[src/rtl/tdm_rx_deser_if.sv]
// rtl/tdm_rx_deser_if.sv - received slot word and frame status bundle
interface tdm_rx_deser_if #(
  parameter int SLOTS     = 8,
  parameter int DATA_BITS = 24
);
  localparam int NUM_W = (SLOTS > 1) ? $clog2(SLOTS) : 1;

  logic [DATA_BITS-1:0] ch_data;
  logic [NUM_W-1:0]     ch_num;
  logic                 ch_valid;
  logic                 frame_start;
  logic                 locked;
  logic                 sync_err;

  modport master (output ch_data, ch_num, ch_valid, frame_start, locked, sync_err);
  modport slave  (input  ch_data, ch_num, ch_valid, frame_start, locked, sync_err);
endinterface

[src/rtl/tdm_rx_deser.sv]
// rtl/tdm_rx_deser.sv - TDM receive deserializer locked to the wclk frame sync
module tdm_rx_deser #(
  parameter int SLOTS     = 8,
  parameter int SLOT_BITS = 32,
  parameter int DATA_BITS = 24,
  parameter int DELAY     = 1
) (
  input  logic           bclk,
  input  logic           rst_n,
  input  logic           wclk,
  input  logic           tdm_in,
  tdm_rx_deser_if.master ch
);
  localparam int            FRAME = SLOTS * SLOT_BITS;
  localparam int            CW    = $clog2(FRAME);
  localparam int            NW    = (SLOTS > 1) ? $clog2(SLOTS) : 1;
  localparam logic [CW-1:0] LAST  = CW'(FRAME - 1);

  typedef enum logic {HUNT = 1'b0, RUN = 1'b1} state_t;

  state_t               state, state_nx;
  logic                 wclk_d;
  logic [CW-1:0]        cyc;
  logic [DATA_BITS-1:0] shift;
  logic [DATA_BITS-1:0] word;
  logic [CW-1:0]        bit_k;
  logic [31:0]          sbit;
  logic [NW-1:0]        slot;
  logic                 rise, at_last;
  logic                 early, missing, take, complete;

  assign rise    = wclk && !wclk_d;
  assign at_last = (cyc == LAST);
  assign word    = (shift << 1) | DATA_BITS'(tdm_in);
  assign sbit    = 32'(bit_k) % SLOT_BITS;
  assign slot    = NW'(32'(bit_k) / SLOT_BITS);

  // Frame bit index of the tdm_in sample taken this cycle; with no delay bit 0 lands on the edge itself
  always_comb begin
    bit_k = cyc;
    if (DELAY == 0) begin
      bit_k = (rise || at_last) ? '0 : cyc + 1'b1;
    end
  end

  // Lock state register
  always_ff @(posedge bclk or negedge rst_n) begin
    if (!rst_n) begin
      state <= HUNT;
    end else begin
      state <= state_nx;
    end
  end

  // Lock on any rising wclk; drop lock only when the expected edge fails to show up
  always_comb begin
    state_nx = state;
    if (state == HUNT) begin
      if (rise) state_nx = RUN;
    end else begin
      if (missing) state_nx = HUNT;
    end
  end

  // Classify the frame edge and decide whether this cycle's sample belongs to a live slot
  always_comb begin
    early   = 1'b0;
    missing = 1'b0;
    take    = 1'b0;
    if (state == RUN) begin
      early   = rise && !at_last;
      missing = !rise && at_last;
    end
    if (DELAY == 0) begin
      take = rise || ((state == RUN) && !at_last);
    end else begin
      take = (state == RUN) && (rise == at_last);
    end
    complete = take && !early && (sbit == 32'(DATA_BITS - 1));
  end

  // Frame counter, shift register and registered strobes
  always_ff @(posedge bclk or negedge rst_n) begin
    if (!rst_n) begin
      wclk_d         <= 1'b1;
      cyc            <= '0;
      shift          <= '0;
      ch.ch_data     <= '0;
      ch.ch_num      <= '0;
      ch.ch_valid    <= 1'b0;
      ch.frame_start <= 1'b0;
      ch.locked      <= 1'b0;
      ch.sync_err    <= 1'b0;
    end else begin
      wclk_d <= wclk;
      if (rise || (state != RUN) || at_last) begin
        cyc <= '0;
      end else begin
        cyc <= cyc + 1'b1;
      end
      if (take) begin
        shift <= word;
      end
      ch.ch_valid <= complete;
      if (complete) begin
        ch.ch_data <= word;
        ch.ch_num  <= slot;
      end
      ch.frame_start <= rise;
      ch.sync_err    <= early || missing;
      ch.locked      <= (state_nx == RUN);
    end
  end
endmodule
[src/flat_wrapper.sv]
// flat-port wrapper written by rule: the top's interface ports become plain ports
module tdm_rx_deser_flat 
#(
  parameter int SLOTS     = 8,
  parameter int SLOT_BITS = 32,
  parameter int DATA_BITS = 24,
  parameter int DELAY     = 1
)
  (bclk, rst_n, wclk, tdm_in, ch_ch_data, ch_ch_num, ch_ch_valid, ch_frame_start, ch_locked, ch_sync_err);
  tdm_rx_deser_if #(.SLOTS(SLOTS), .DATA_BITS(DATA_BITS)) ch_i ();
  input  logic bclk;
  input  logic rst_n;
  input  logic wclk;
  input  logic tdm_in;
  output wire logic [$bits(ch_i.ch_data)-1:0] ch_ch_data;
  output wire logic [$bits(ch_i.ch_num)-1:0] ch_ch_num;
  output wire logic [$bits(ch_i.ch_valid)-1:0] ch_ch_valid;
  output wire logic [$bits(ch_i.frame_start)-1:0] ch_frame_start;
  output wire logic [$bits(ch_i.locked)-1:0] ch_locked;
  output wire logic [$bits(ch_i.sync_err)-1:0] ch_sync_err;
  assign ch_ch_data = ch_i.ch_data;
  assign ch_ch_num = ch_i.ch_num;
  assign ch_ch_valid = ch_i.ch_valid;
  assign ch_frame_start = ch_i.frame_start;
  assign ch_locked = ch_i.locked;
  assign ch_sync_err = ch_i.sync_err;
  tdm_rx_deser #(.SLOTS(SLOTS), .SLOT_BITS(SLOT_BITS), .DATA_BITS(DATA_BITS), .DELAY(DELAY)) u_core (.bclk(bclk), .rst_n(rst_n), .wclk(wclk), .tdm_in(tdm_in), .ch(ch_i));
endmodule
[config.mk]
export PLATFORM = sky130hd
export DESIGN_NAME = tdm_rx_deser_flat
export DESIGN_NICKNAME = d
export VERILOG_FILES = /design/src/rtl/tdm_rx_deser_if.sv /design/src/rtl/tdm_rx_deser.sv /design/src/flat_wrapper.sv
export SDC_FILE = /design/constraint.sdc
export NUM_CORES = 1
export LEC_CHECK = 0
export ABC_AREA = 1
export CORE_AREA = 2 2 76 78
export DETAILED_ROUTE_END_ITERATION = 10
export DIE_AREA = 0 0 78 80
export HOLD_SLACK_MARGIN = 0.02
export PLACE_DENSITY = 0.83
export SYNTH_ARGS = -nofsm -noshare
export SYNTH_HDL_FRONTEND = slang
export SYNTH_SLANG_ARGS = --single-unit
[constraint.sdc]
create_clock -name bclk -period 2 [get_ports bclk]
set_input_delay 0.4 -clock bclk [delete_from_list [all_inputs] [get_ports bclk]]
set_output_delay 0.4 -clock bclk [all_outputs]
set_load 0.05 [all_outputs]
After elaboration in Yosys (flattened, before gate mapping)
Cells that the tools add are included.
- flip-flop bits (word level): 63
- input bits: 4
- output and inout bits: 31
- logic and storage cells: 34
- $add $sub $neg: 1
- eq/ne operators: 3
- mux-type cells: 6
- bitwise logic cells: 2
- reductions and logical operators: 13
- operator list (cell ; count):
    bitwise OR 24 x 1 -> 24 bit ; 1
    adder 8 x 1 -> 8 bit, second input constant ; 1
    equality test 8 bit, second input constant ; 1
    two-way mux 8 bit ; 1
    logical AND 1 bit ; 6
    equality test 5 bit, second input constant ; 1
    two-way mux 1 bit ; 5
    zero test 1 bit ; 4
    logical OR 1 bit ; 3
    equality test 1 bit ; 1
    NOT 1 bit ; 1

Logic depth before layout (Yosys ltp)
- word-level depth: 7
- mapped depth: 12
- mapped depth without buffers: 11

Least setup slack after synthesis
No wires, ideal clock.
- path kind: register -> register
- from: register u_core.cyc[0] (netlist: u_core.bit_k[0])
- to: register u_core.ch.ch_data[10]
- library setup time: 0.119 ns
- arrival: 2.001 ns
- required time: 1.881 ns
- path slack: -0.120 ns
- cell stages (with the launch flop): 13
- path buffers: 1
- clock period less this slack: 2.120 ns
- cell sequence: dfrtp_1 > ha_1 > nand2_1 > nor2_1 > nand3_1 > inv_1 > ha_1 > nand2_2 > nor3_4 > nand2_4 > buf_4 > nand2_1 > nand2_1
- word-level cells in the longest chain between the ends: 7
- elaborated cells between the ends (all ways): 10
- those cells by class: eq/ne (3); mux (1); reduce/logical (6)
- ends and longest elaborated chain (element ; line ; source):
    start, declared ; tdm_rx_deser.sv:23 ; logic [CW-1:0] cyc;
    start signal, assigned ; tdm_rx_deser.sv:99 ; cyc <= cyc + 1'b1;
    equality test 8 bit ; tdm_rx_deser.sv:33 ; assign at_last = (cyc == LAST);
    zero test 1 bit ; tdm_rx_deser.sv:71 ; early = rise && !at_last;
    logical AND 1 bit ; tdm_rx_deser.sv:71 ;
    two-way mux 1 bit ; tdm_rx_deser.sv:70 ; if (state == RUN) begin
    zero test 1 bit ; tdm_rx_deser.sv:79 ; complete = take && !early && (sbit == 32'(DATA_BITS - 1));
    logical AND 1 bit ; tdm_rx_deser.sv:79 ;
    logical AND 1 bit (*) ; tdm_rx_deser.sv:79 ;
    end signal, assigned ; tdm_rx_deser.sv:106 ; ch.ch_data <= word;
    end, declared ; tdm_rx_deser_if.sv:15 ; modport master (output ch_data, ch_num, ch_valid, frame_start, locked, sync_err);
Mark *: on every way between the ends. The rest lies on a longest branch, timed or not.
A chain may end at the register's enable or synchronous reset.

Worst setup path in the final report
- from: register u_core.cyc[0] (netlist: u_core.bit_k[0])
- to: register u_core.ch.ch_data[1]
The elaborated chain is that of the path after synthesis.

==> results.sh <==
export IMPL_setup_reg_to_reg_worst_slack_ps=-20
export IMPL_worstHoldPathType="primary input to asynchronous set/reset pin"
export IMPL_timing_final_crit_share_pct=101
export IMPL_postLayoutSetupSlackWorst_ps=-16.5
export IMPL_die_area_um2=6240
export IMPL_global_route_wire_length_before_repair_um=8020
export IMPL_setup_violations=2
export IMPL_clkTransAtPathRegs_ps=70
export IMPL_final_net_count=302
export IMPL_yosysTopAreaCellShare_pct=61.5
export IMPL_timing_critical_path_fanout_max=7
export IMPL_clkSinkCount=63
export IMPL_via_count_of_the_first_global_routing_pass=1778
export IMPL_setup_worst_path_end_class="flop"
export IMPL_slowest_stage="sky130_fd_sc_hd__dfrtp_1"
export IMPL_cts_buffers=9
export IMPL_gr_usage_met3_pct=4.30
export IMPL_finalCoreUtilization_pct=64.7
export IMPL_gp_congestion=0.732
export IMPL_proportion_of_layout_cells_with_a_drive_suffix_above_1_pct=32.3
export IMPL_start_kind="flop"
export IMPL_placement_rows=27
export IMPL_numPortBuffers=34
export IMPL_grt_overflow_total=0
export IMPL_die_width_um=78
export IMPL_p_leak_nw=1.68
export IMPL_final_setup_skew_ps=7.38
export IMPL_synth_cells=235
export IMPL_coreArea_um2=5410
export IMPL_critPathArrivalTime_ps=2230
export IMPL_finalWorstPathRequiredPeriod_ps=2020
export IMPL_starting_density_of_the_core_pct=46.7
export IMPL_maxCapViolations=0
export IMPL_area_growth_synth_to_final_pct=38.7
export IMPL_clock_fmax_ghz=0.496
export IMPL_grt_util_met1_pct=21.2
export IMPL_gr_max_usage_layer="met2"
export IMPL_average_footprint_of_a_synthesized_cell_um2=10.7
export IMPL_vias=1899
export IMPL_number_of_synthesized_register_bits=63
export IMPL_firstDrtPassIters=4
export IMPL_clk_latency_ps=330
export IMPL_violated_checks="setup timing"
export IMPL_yosysTopAreaCell="sky130_fd_sc_hd__dfrtp_1"
export IMPL_cts_tree="built"
export IMPL_ant_nets_after_route=0
export IMPL_synth_area_leaders="sky130_fd_sc_hd__dfrtp_1 61%, sky130_fd_sc_hd__nand2_1 11%, sky130_fd_sc_hd__mux2_2 10%"
export IMPL_required_ps=2210
export IMPL_power_per_cell_area_nw_per_um2=984
export IMPL_route_detailed_drc=0
export IMPL_ir_drop_worst_case_vdd_v=0.000417
export IMPL_cts_hold_fix_bufs=0
export IMPL_yosysWarningCount=0
export IMPL_grtUsageTotal_pct=16.8
export IMPL_initialDrtViolationCount=113
export IMPL_worstMarginPinSlew_ps=544
export IMPL_cts_htree_levels=3
export IMPL_grt_start_max_net_pins=31
export IMPL_maxSlewViolCount=0
export IMPL_yosysSeqAreaShare_pct=62.5
export IMPL_syn_nets=242
export IMPL_worst_r2r_endpoint="u_core.ch.ch_data[1]"
export IMPL_cp_slowest_stage_delay_ps=380
export IMPL_clockBufferDepth=2
export IMPL_avgViaCountPerCell=5.10
export IMPL_routed_wl_um=5640
export IMPL_met2_usage_pct=27.8
export IMPL_grt_setup_unrepaired="true"
export IMPL_status="finished, violations left"
export IMPL_post_synth_instance_area_um2=2520
export IMPL_crit_path_from="u_core.bit_k[0]"
export IMPL_ioPinCount=35
export IMPL_worst_r2r_startpoint="u_core.bit_k[0]"
export IMPL_slew_headroom_pct=63.7
export IMPL_dp_final_hpwl_um=3060
export IMPL_critical_path_cell_chain="ha_2 > nand2_2 > nor2_4 > nand3_2 > inv_2 > ha_4 > nand2_4 > nor3_4 > buf_6 > nand2_8 > nand2_2 > nand2_1"
export IMPL_drt_wirelength_per_cell_um=15.2
export IMPL_critical_path_most_common_cell="sky130_fd_sc_hd__nand2_2"
export IMPL_antenna_cells_inserted=0
export IMPL_hold_viol_final=0
export IMPL_report_power_total_mw=3.45
export IMPL_clockRootBuffer="sky130_fd_sc_hd__clkbuf_8"
export IMPL_synthDistinctLibCells=18
export IMPL_die_h_um=80
export IMPL_worstSetupPathType="flop to flop"
export IMPL_worst_r2r_path_depth=12
export IMPL_antenna_found_initial=0
## stage by stage
stage / area (um^2) / setup TNS (ps) / hold WS [ps] / instances / worst slack [ps]
finish: 3500 / -23.3 / 50.0 / 372 / -16.5
global route: 3500 / -914 / 72.3 / 372 / -102
CTS: 3300 / -2.71 / 50.2 / 367 / -1.79
detailed placement: 3050 / -4250 / 410 / 348 / -171
global placement: 3050 / -2130 / 413 / 348 / -84.7
floorplan: 2540 / -2140 / 104 / 235 / -110
## synth_stat cells
| master | count |
|---|---|
| sky130_fd_sc_hd__a21boi_0 | 1 |
| sky130_fd_sc_hd__nand3_1 | 33 |
| sky130_fd_sc_hd__mux2_2 | 23 |
| sky130_fd_sc_hd__nand2_2 | 1 |
| sky130_fd_sc_hd__dfrtp_1 | 62 |
| sky130_fd_sc_hd__xnor2_1 | 1 |
| sky130_fd_sc_hd__nor2_2 | 1 |
| sky130_fd_sc_hd__xor2_1 | 2 |
| sky130_fd_sc_hd__nand2_4 | 1 |
| sky130_fd_sc_hd__nor3_4 | 1 |
| sky130_fd_sc_hd__buf_2 | 6 |
| sky130_fd_sc_hd__dfstp_2 | 1 |
| sky130_fd_sc_hd__o21ai_0 | 1 |
| sky130_fd_sc_hd__nand2_1 | 71 |
| sky130_fd_sc_hd__inv_1 | 13 |
| sky130_fd_sc_hd__ha_1 | 3 |
| sky130_fd_sc_hd__buf_4 | 2 |
| sky130_fd_sc_hd__nor2_1 | 12 |
## final cells by class
type | instances | area, um^2
well taps | 72 | 90.1
clock inverters | 4 | 45.0
inverters | 13 | 48.8
flip-flops and latches | 63 | 1580
clock buffers | 12 | 145
multi-input cells | 154 | 1040
fillers | 393 | 1910
repair buffers | 54 | 548
## cells in the final DEF (no fill, tap or decap), types with 2 or more instances in the layout
cell type,Yosys,routed
sky130_fd_sc_hd__buf_12,0,2
sky130_fd_sc_hd__buf_4,2,14
sky130_fd_sc_hd__buf_6,0,2
sky130_fd_sc_hd__clkbuf_1,0,2
sky130_fd_sc_hd__clkbuf_8,0,10
sky130_fd_sc_hd__clkdlybuf4s50_1,0,31
sky130_fd_sc_hd__clkinv_2,0,3
sky130_fd_sc_hd__dfrtp_1,62,62
sky130_fd_sc_hd__dlymetal6s2s_1,0,2
sky130_fd_sc_hd__inv_1,13,12
sky130_fd_sc_hd__mux2_2,23,23
sky130_fd_sc_hd__nand2_1,71,55
sky130_fd_sc_hd__nand2_2,1,15
sky130_fd_sc_hd__nand2_4,1,3
sky130_fd_sc_hd__nand2_8,0,3
sky130_fd_sc_hd__nand3_1,33,22
sky130_fd_sc_hd__nand3_2,0,11
sky130_fd_sc_hd__nor2_1,12,11
sky130_fd_sc_hd__nor2_4,0,2
sky130_fd_sc_hd__xor2_1,2,2
## repair_timing
item | in CTS | in global routing
setup buffers | 2 | 2
cloned | 1 | 3
gates resized for setup | 7 | 35
setup endpoints to repair | 27 | 52
pin swaps | 2 | 19
## logic make-up after synthesis
kind of cell | Yosys count | share of synthesized area, %
buffers and inverters | 21 | 3.72
muxes | 23 | 10.3
DFF | 63 | 62.5
and+or+nand+nor | 120 | 20.5
AOI/OAI and AO/OA | 2 | 0.496
adders and majority gates | 3 | 1.49
xor gates and xnor gates | 3 | 1.04
## flip-flops by register name, indices dropped and copies added, names as in the netlist
| name | cells |
|---|---|
| u_core.ch.ch_data | 24 |
| u_core.ch.sync_err | 1 |
| u_core.ch.ch_num | 3 |
| u_core.wclk_d | 1 |
| u_core.shift | 23 |
| u_core.ch.ch_valid | 1 |
| u_core.bit_k | 8 |
| u_core.ch.frame_start | 1 |
| u_core.state | 1 |
## routing by layer
metal  vias up  share of wire [%]
li1        885                  -
met1       950                 42
met5         -                  0
met4         0                1.2
met3         7                4.0
met2        57                 53
## how the worst max path moves through the flow
stage	end	cells past startpoint
floorplan	u_core.ch.ch_data[10]	12
global placement	u_core.ch.ch_data[21]	8
detailed placement	u_core.ch.ch_data[5]	8
CTS	u_core.ch.ch_data[2]	12
global route	u_core.ch.ch_data[1]	12
finish	u_core.ch.ch_data[1]	12
## power by group
group	leakage, nW	internal (mW)	switching (mW)
combinational	0.766	0.356	0.346
clock	0.100	0.604	0.462
sequential	0.816	1.50	0.177
## worst max-delay path, delay by kind of cell (launching register included)
kind,cells,cell delay (ps)
simple gates,8,790
buf+inv,2,260
fa+ha+maj,2,470
flops,1,380
Power figures use the tool's default switching activity.
